$ cat src/rtl/seg7_pkg.sv
// Shared constants for the multiplexed 7-segment driver: segment bit
// positions, the hex font and the scan FSM state type.
package seg7_pkg;

  localparam int SEG_A = 0;
  localparam int SEG_B = 1;
  localparam int SEG_C = 2;
  localparam int SEG_D = 3;
  localparam int SEG_E = 4;
  localparam int SEG_F = 5;
  localparam int SEG_G = 6;

  // Active-high glyphs {g,f,e,d,c,b,a}, indexed by nibble value
  localparam logic [6:0] HEX_FONT [16] = '{
    7'h3F, 7'h06, 7'h5B, 7'h4F, 7'h66, 7'h6D, 7'h7D, 7'h07,
    7'h7F, 7'h6F, 7'h77, 7'h7C, 7'h39, 7'h5E, 7'h79, 7'h71
  };

  typedef enum logic {
    IDLE = 1'b0,
    SCAN = 1'b1
  } scan_state_e;

endpackage

$ cat src/rtl/seg7_hex_decode.sv
// Combinational nibble-to-glyph lookup with a blanking override; output is
// active-high, polarity is applied by the caller.
module seg7_hex_decode (
  input  logic [3:0] nibble,
  input  logic       blank,
  output logic [6:0] seg
);
  import seg7_pkg::*;

  // Font lookup, forced dark when the digit is blanked
  always_comb begin
    seg = 7'h00;
    if (blank) begin
      seg = 7'h00;
    end else begin
      seg = HEX_FONT[nibble];
    end
  end

endmodule

$ cat src/rtl/seg7_scan_driver.sv
// Time-multiplexed N-digit hex display driver with double-buffered value,
// per-slot dead time, leading-zero blanking and configurable pin polarity.
module seg7_scan_driver #(
  parameter int NUM_DIGITS     = 4,
  parameter int SCAN_DIV       = 1000,
  parameter int DEAD_CYCLES    = 2,
  parameter int SEG_ACTIVE_LOW = 0,
  parameter int AN_ACTIVE_LOW  = 1
) (
  input  logic                    clk,
  input  logic                    rst_n,
  input  logic                    enable,
  input  logic                    load,
  input  logic [4*NUM_DIGITS-1:0] value,
  input  logic [NUM_DIGITS-1:0]   dp_in,
  input  logic                    blank_lz,
  output logic [6:0]              seg,
  output logic                    seg_dp,
  output logic [NUM_DIGITS-1:0]   anode,
  output logic                    frame_done
);
  import seg7_pkg::*;

  localparam int CNT_W = $clog2(SCAN_DIV);
  localparam int IDX_W = (NUM_DIGITS > 1) ? $clog2(NUM_DIGITS) : 1;
  localparam logic [CNT_W-1:0] CNT_LAST = CNT_W'(SCAN_DIV - 1);
  localparam logic [CNT_W-1:0] DEAD_END = CNT_W'(DEAD_CYCLES);
  localparam logic [IDX_W-1:0] IDX_LAST = IDX_W'(NUM_DIGITS - 1);
  localparam logic SEG_INV = (SEG_ACTIVE_LOW != 0);
  localparam logic AN_INV  = (AN_ACTIVE_LOW != 0);

  scan_state_e state_r, state_next_s;
  logic [CNT_W-1:0] cnt_r, cnt_next_s;
  logic [IDX_W-1:0] idx_r, idx_next_s;
  logic wrap_s;

  logic [4*NUM_DIGITS-1:0] pending_r, display_r;
  logic [NUM_DIGITS-1:0]   pending_dp_r, disp_dp_r;
  logic                    pending_valid_r;

  logic [3:0]            nibble_s;
  logic                  blank_s, dp_s, lit_s;
  logic [6:0]            seg_raw_s;
  logic [NUM_DIGITS-1:0] anode_s;

  // Next-state, slot counter and frame-wrap detection
  always_comb begin
    state_next_s = state_r;
    cnt_next_s   = cnt_r;
    idx_next_s   = idx_r;
    wrap_s       = 1'b0;
    case (state_r)
      IDLE: begin
        cnt_next_s = '0;
        idx_next_s = '0;
        if (enable) begin
          state_next_s = SCAN;
        end else begin
          state_next_s = IDLE;
        end
      end
      SCAN: begin
        if (!enable) begin
          state_next_s = IDLE;
          cnt_next_s   = '0;
          idx_next_s   = '0;
        end else if (cnt_r == CNT_LAST) begin
          cnt_next_s = '0;
          if (idx_r == IDX_LAST) begin
            idx_next_s = '0;
            wrap_s     = 1'b1;
          end else begin
            idx_next_s = idx_r + 1'b1;
          end
        end else begin
          cnt_next_s = cnt_r + 1'b1;
        end
      end
      default: begin
        state_next_s = IDLE;
        cnt_next_s   = '0;
        idx_next_s   = '0;
      end
    endcase
  end

  // Scan FSM state and position registers
  always_ff @(posedge clk) begin
    if (!rst_n) begin
      state_r <= IDLE;
      cnt_r   <= '0;
      idx_r   <= '0;
    end else begin
      state_r <= state_next_s;
      cnt_r   <= cnt_next_s;
      idx_r   <= idx_next_s;
    end
  end

  // Double buffer: display only changes at a frame boundary while scanning
  always_ff @(posedge clk) begin
    if (!rst_n) begin
      pending_r       <= '0;
      pending_dp_r    <= '0;
      pending_valid_r <= 1'b0;
      display_r       <= '0;
      disp_dp_r       <= '0;
    end else if (state_r == IDLE) begin
      if (load) begin
        display_r       <= value;
        disp_dp_r       <= dp_in;
        pending_valid_r <= 1'b0;
      end
    end else if (wrap_s) begin
      if (load) begin
        display_r <= value;
        disp_dp_r <= dp_in;
      end else if (pending_valid_r) begin
        display_r <= pending_r;
        disp_dp_r <= pending_dp_r;
      end
      pending_valid_r <= 1'b0;
    end else if (load) begin
      pending_r       <= value;
      pending_dp_r    <= dp_in;
      pending_valid_r <= 1'b1;
    end
  end

  // Select the current digit and decide leading-zero blanking from the top down
  always_comb begin
    logic zero_run;
    logic sel;
    nibble_s = 4'h0;
    dp_s     = 1'b0;
    blank_s  = 1'b0;
    zero_run = 1'b1;
    for (int i = NUM_DIGITS - 1; i >= 0; i--) begin
      zero_run = zero_run && (display_r[4*i +: 4] == 4'h0);
      sel      = (idx_r == IDX_W'(i));
      nibble_s = sel ? display_r[4*i +: 4] : nibble_s;
      dp_s     = sel ? disp_dp_r[i] : dp_s;
      blank_s  = sel ? (blank_lz && zero_run && (i > 0)) : blank_s;
    end
  end

  seg7_hex_decode u_dec (
    .nibble (nibble_s),
    .blank  (blank_s),
    .seg    (seg_raw_s)
  );

  // Anode select: lit only in SCAN past the dead-time window
  always_comb begin
    lit_s = (state_r == SCAN) && (cnt_r >= DEAD_END);
    for (int i = 0; i < NUM_DIGITS; i++) begin
      anode_s[i] = lit_s && (idx_r == IDX_W'(i));
    end
  end

  // Registered pin outputs with polarity applied last
  always_ff @(posedge clk) begin
    if (!rst_n) begin
      anode      <= {NUM_DIGITS{AN_INV}};
      seg        <= {7{SEG_INV}};
      seg_dp     <= SEG_INV;
      frame_done <= 1'b0;
    end else begin
      anode      <= anode_s ^ {NUM_DIGITS{AN_INV}};
      seg        <= (lit_s ? seg_raw_s : 7'h00) ^ {7{SEG_INV}};
      seg_dp     <= (lit_s && dp_s) ^ SEG_INV;
      frame_done <= wrap_s;
    end
  end

endmodule

$ cat config.mk
export PLATFORM = sky130hd
export DESIGN_NAME = seg7_scan_driver
export DESIGN_NICKNAME = d
export VERILOG_FILES = /design/src/rtl/seg7_pkg.sv /design/src/rtl/seg7_hex_decode.sv /design/src/rtl/seg7_scan_driver.sv
export SDC_FILE = /design/constraint.sdc
export NUM_CORES = 1
export LEC_CHECK = 0
export BUFFER_PORTS_ARGS = -buffer_cell sky130_fd_sc_hd__buf_2
export CELL_PAD_IN_SITES_DETAIL_PLACEMENT = 0
export CELL_PAD_IN_SITES_GLOBAL_PLACEMENT = 1
export CORE_ASPECT_RATIO = 0.9
export CORE_MARGIN = 2
export CORE_UTILIZATION = 28
export CTS_CLUSTER_DIAMETER = 150
export CTS_CLUSTER_SIZE = 16
export DETAILED_ROUTE_END_ITERATION = 12
export GPL_ROUTABILITY_DRIVEN = 1
export HOLD_SLACK_MARGIN = 0.02
export PLACE_DENSITY_LB_ADDON = 0.2
export SYNTH_ARGS = -nofsm -noshare
export SYNTH_HDL_FRONTEND = slang
export SYNTH_SLANG_ARGS = --single-unit
$ cat constraint.sdc
create_clock -name clk -period 2.7 [get_ports clk]
set_input_delay 0.54 -clock clk [delete_from_list [all_inputs] [get_ports clk]]
set_output_delay 0.54 -clock clk [all_outputs]
set_load 0.01 [all_outputs]
# [Yosys cells after proc, flatten, opt, wreduce, memory -nomap -nowiden]
# Memory sizes are Yosys's and may differ from the RTL's. A register that Yosys moved wholly into a read port is not among the register bits.
# Index checks and enable logic that the tools add are counted.
[op_classes] n_addsub=2 n_lt_le_gt_ge=1 n_eq_ne=7 muxes=38 n_bitwise=6 n_reduce_logical=21
[op_table] cell="$mux W16" n=5
[op_table] cell="$mux W4" n=9
[op_table] cell="$mux W10" n=2
[op_table] cell="$pmux W10 S2" n=1
[op_table] cell="$mux W1" n=17
[op_table] cell="$logic_not A4 Y1" n=3
[op_table] cell="$logic_and A1 B1 Y1" n=11
[op_table] cell="$add A10 B1 Y10 const B" n=1
[op_table] cell="$eq A10 B10 Y1 const B" n=1
[op_table] cell="$ge A10 B2 Y1 const B" n=1
[op_table] cell="$mux W2" n=3
[op_table] cell="$ne A3 B2 Y1 const B" n=2
[op_table] cell="$reduce_and A3 Y1" n=2
[op_table] cell="$not A4 Y5" n=1
[op_table] cell="$eq A2 B2 Y1 const B" n=2
[op_table] cell="$not A1 Y1" n=4
[op_table] cell="$not A4 Y4" n=1
[op_table] cell="$pmux W2 S2" n=1
[op_table] cell="$reduce_bool A2 Y1" n=2
[op_table] cell="$reduce_or A3 Y1" n=1
[op_table] cell="$add A2 B1 Y2 const B" n=1
[op_table] cell="$eq A2 B1 Y1 const B" n=1
[op_table] cell="$logic_not A2 Y1" n=1
[op_table] cell="$ne A2 B1 Y1 const B" n=1
[op_table] cell="$reduce_and A2 Y1" n=1
[word_totals] ff_bits=60 romBits=112 in_bits=25 out_inout_bits=13 wordCells=87 n_memories=1
[mem_list] name="(name not given)" depth=16 word_bits=7 read_ports=1 rd_clocked_by_memory_dff=1 write_ports=0 line_no="seg7_hex_decode.sv:16" rtl="seg = HEX_FONT[nibble];"

# [Depth between registers and ports, before layout]
[logic_depth] depth_word=7 ltp_mapped=11 mapped_depth_nobuf=10

# [Modules after synthesis]
# A second synthesis with hierarchy kept.
[unflattened] hier_cells=350 hier_area_um2=3136.8
[modules_own_cells] module="seg7_scan_driver" n_inst=1 cells_each=314 area_each_um2=2869.0 seq_area_each_um2=1341.3
[modules_own_cells] module="seg7_hex_decode" n_inst=1 cells_each=36 area_each_um2=267.8 seq_area_each_um2=0.0

# [Worst setup path before layout]
# OpenSTA, ideal clock, no wires.
[synth_path] path_kind="reg2reg" start="register idx_r[0]" end="register seg[6]" setup_ps=95 arrival_time_ps=2445 required_ps=2605 setup_slack_ps=160 stages_incl_launch_ff=10 n_path_buf=1 cell_sequence="dfxtp_1 > inv_1 > ha_1 > buf_2 > nand3b_1 > a221oi_1 > inv_1 > ha_1 > mux2_2 > a221oi_1"
[synth_via] elab_chain_len=6 elab_cells_between_ends=14 classes_between="eq/ne (3); mux (8); bitwise (1); reduce/logical (2)"
[synth_lines] item="start: declaration" line_no="seg7_scan_driver.sv:34" rtl="logic [IDX_W-1:0] idx_r, idx_next_s;"
[synth_lines] item="start signal: assignment" line_no="seg7_scan_driver.sv:96" rtl="idx_r <= idx_next_s;"
[synth_lines] item="$eq A2 B2 Y1" line_no="seg7_scan_driver.sv:140" rtl="sel = (idx_r == IDX_W'(i));"
[synth_lines] item="$mux W1 / $mux W4 (equally long branches) (4 in a row)" line_no="seg7_scan_driver.sv:143, seg7_scan_driver.sv:141"
[synth_lines] item="$reduce_or A3 Y1 (no line) / $not A4 Y5 (equally long branches)"
[synth_lines] item="end: declaration" line_no="seg7_scan_driver.sv:17" rtl="output logic [6:0] seg,"
# Several ways; a longest one is shown, not always the timed one.
# A chain may end at the register's enable or synchronous reset.

# [Worst setup path after layout]
[layout_path] start="register idx_r[0]" end="register seg[0]"
# Same word-level chain as after synthesis.

==> flow_summary.toml <==
[drt]
remaining_drc_errors = 0
drtAntennaViolNets = 0
routedWlPerCell_um = 13.0
via_count = 2602
first_iter_violations = 178
wl_um = 7310
first_pass_iters = 4
viasPerCell = 4.64

[synth]
synth_simple_gate_area_share_pct = 18.8
synth.net_count = 412
synth-seq-area-share_pct = 42.7
synth_area_leaders = "dfxtp_1 (43%), o221a_2 (7.2%), ha_1 (5.2%)"
syn_area_per_cell_um2 = 8.41
syn_inst = 374
synth_fa_ha_area_share_pct = 5.17
syn_area_um2 = 3140
synth_top_family_by_area = "compound AO/OA/AOI/OAI gates"
ys_warn_count = 0
synth_edf_count = 0
yosys.cell_types.count = 40
yosysTopAreaCell = "dfxtp_1"
synth_mux_area_share_pct = 2.31
ys.flop_type = "dfxtp_1"
synthDominantCellAreaShare_pct = 42.7
synth-async-reset-ratio_pct = 0
synthXorXnorAreaFrac_pct = 2.51
ys_ff_latch = 67
synth_compound_area_share_pct = 20.9

[global_routing]
grt-ovfl-total = 0
grt_max_degree = 61
grt_use_total_pct = 13.2
antenna_found_initial = 0
grt_pass1_wl_um = 12500
grt_pass1_vias = 2506

[layout]
drive_above_1_share_pct = 21.5
ff_latch_area_um2 = 1340
nFillCells = 1186
multi_input_area_um2 = 1560
layout.cells.non_filler = 561
final_cell_mix = "dfxtp_1 (67), nor2_1 (43), buf_2 (37), nand2_1 (35), inv_1 (31)"
syn_to_final_growth_pct = 19.8
final_common_cell = "dfxtp_1"
post-route-util_pct = 34.6
fin_nets = 442
antenna_cells = 0

[floorplanning]
die_h_um = 105
dieArea_um2 = 12100
dieWidth_um = 116
start_util_pct = 28.8
io_pins = 38
core_area_um2 = 10900
rows = 36

[clocking]
cts_setup_buffers = 0
cts_hold_buf = 0
root_buffer = "clkbuf_16"
ctsResizeCount = 0
cts_tree = "done"
insertion_delay_ns = 0.33
cts_made_buffers = 9
clkTransAtPathRegs_ns = 0.06
cts_max_path_buffers = 2
h-tree-depth = 3
cts_sinks = 67

[flow_run]
max_cap_viol_count = 0

[timing]
finalHoldViolCount = 0
worst_pin_slew_ns = 0.600
fin_setup_tns_ns = 0
final.setup.worst_slack_ns = 0.306
fin_skew_ns = 0.00595
setup_viol_count_final = 0
clock.fmax_mhz = 418
fin_crit_sh_pct = 88.7
final_period_minus_worst_setup_slack_ns = 2.39
drv_slew = 0
slew_headroom_pct = 60.0
rsz0062_at_grt = "no"

[critical_path]
crit_type = "flip-flop to flip-flop"
start_kind = "flip-flop"
worstRegToRegCells = 10
rrSetupSlack_ns = 0.31
r2r-end = "seg[0]"
cp.arrival_ns = 2.66
worst_ep_required_time_ns = 2.96
worstReg2RegStart = "idx_r[0]"
endpoint_kind = "flip-flop"
cp_max_fo = 13

[worst_hold_path]
hold_depth = 3
hold_path_class = "input pin to flip-flop"
hp-start = "value[3]"
hold_end = "pending_r[3]"

[placement]
dpl_worst_slack_ns = 0.329
dp.cells = 545
io_buffers = 37
gp_congestion = 0.797
dp_hpwl_um = 5010

[pwr]
p_leak_uw = 0.00159
ir_drop_mv = 0.269
power_density_nw_per_um2 = 640

[outcome]
status = "complete, no violations"
## flip-flops by register name (all words and copies together) (netlist names)
name / cells
anode: 4
cnt_r: 10
disp_dp_r: 4
display_r: 16
frame_done: 1
idx_r: 2
pending_dp_r: 4
pending_r: 16
pending_valid_r: 1
seg: 7
seg_dp: 1
state_r: 1
## worst max-delay path: stages (launching register included)
cell and delay, ns:
dfxtp_1 0.39, inv_1 0.08, ha_1 0.33, a21oi_1 0.19
o21ai_0 0.11, a22oi_1 0.20, inv_1 0.13, ha_1 0.23
or3b_2 0.46, o221a_1 0.12, nor2_1 0.07
## stage by stage
stage               cell area [um2]  hold WS (ns)  total power, uW
floorplan                      3140         0.430             1210
CTS                            3770         0.446             2460
finish                         3770         0.460             2410
global route                   3770         0.458             2530
detailed placement             3470         0.459             1280
global placement               3470         0.447             1280
## worst max-delay path by stage
stage	start	end	slack, ns	cells after the start
final	idx_r[0]	seg[0]	0.31	10
after global routing	idx_r[1]	seg[6]	0.08	9
after detailed placement	idx_r[0]	seg[0]	0.33	10
after floorplan	idx_r[0]	seg[6]	0.16	9
after CTS	idx_r[0]	seg[0]	0.32	10
after global placement	idx_r[0]	seg[6]	0.37	7
## layout make-up
type	count	share of cell area (%)
timing repair buffer	47	6.91
multi-input combinational	248	41.5
tap	152	5.05
sequential	67	35.6
clock inverter	6	1.46
inverter	31	3.09
clock buffer	10	6.35
## per-layer routing
metal	vias to the layer above	GRT usage [%]	share of wire, %
li1	1358	-	-
met1	1201	18.0	49
met2	35	19.5	45
met3	8	3.94	4.0
met4	0	5.10	1.6
met5	-	0	0
## synthesized netlist by cell type (all sizes together), types with 4 or more instances
cell / count
buf: 11
a221oi: 4
nand3: 26
xor2: 5
ha: 13
nand3b: 5
a21oi: 29
o21ai: 24
dfxtp: 67
mux2i: 5
inv: 31
nand2: 35
a211oi: 5
o221a: 21
xnor2: 4
nor2: 43
clkbuf: 17
## cell families after synthesis
logic type | after synthesis
DFF | 67
and+or+nand+nor | 128
AOI/OAI and AO/OA | 91
muxes | 7
adders and majority gates | 13
buffers and inverters | 59
xor gates and xnor gates | 9
## where the power goes
| part | leakage (uW) | internal, uW | switching, uW | total, uW |
|---|---|---|---|---|
| logic | 0.000890 | 90.6 | 109 | 200 |
| registers | 0.000547 | 1030 | 28.8 | 1060 |
| clock network | 0.000152 | 731 | 425 | 1160 |
| total | 0.00159 | 1850 | 563 | 2410 |
No activity file was read; power rests on OpenSTA's default activity.
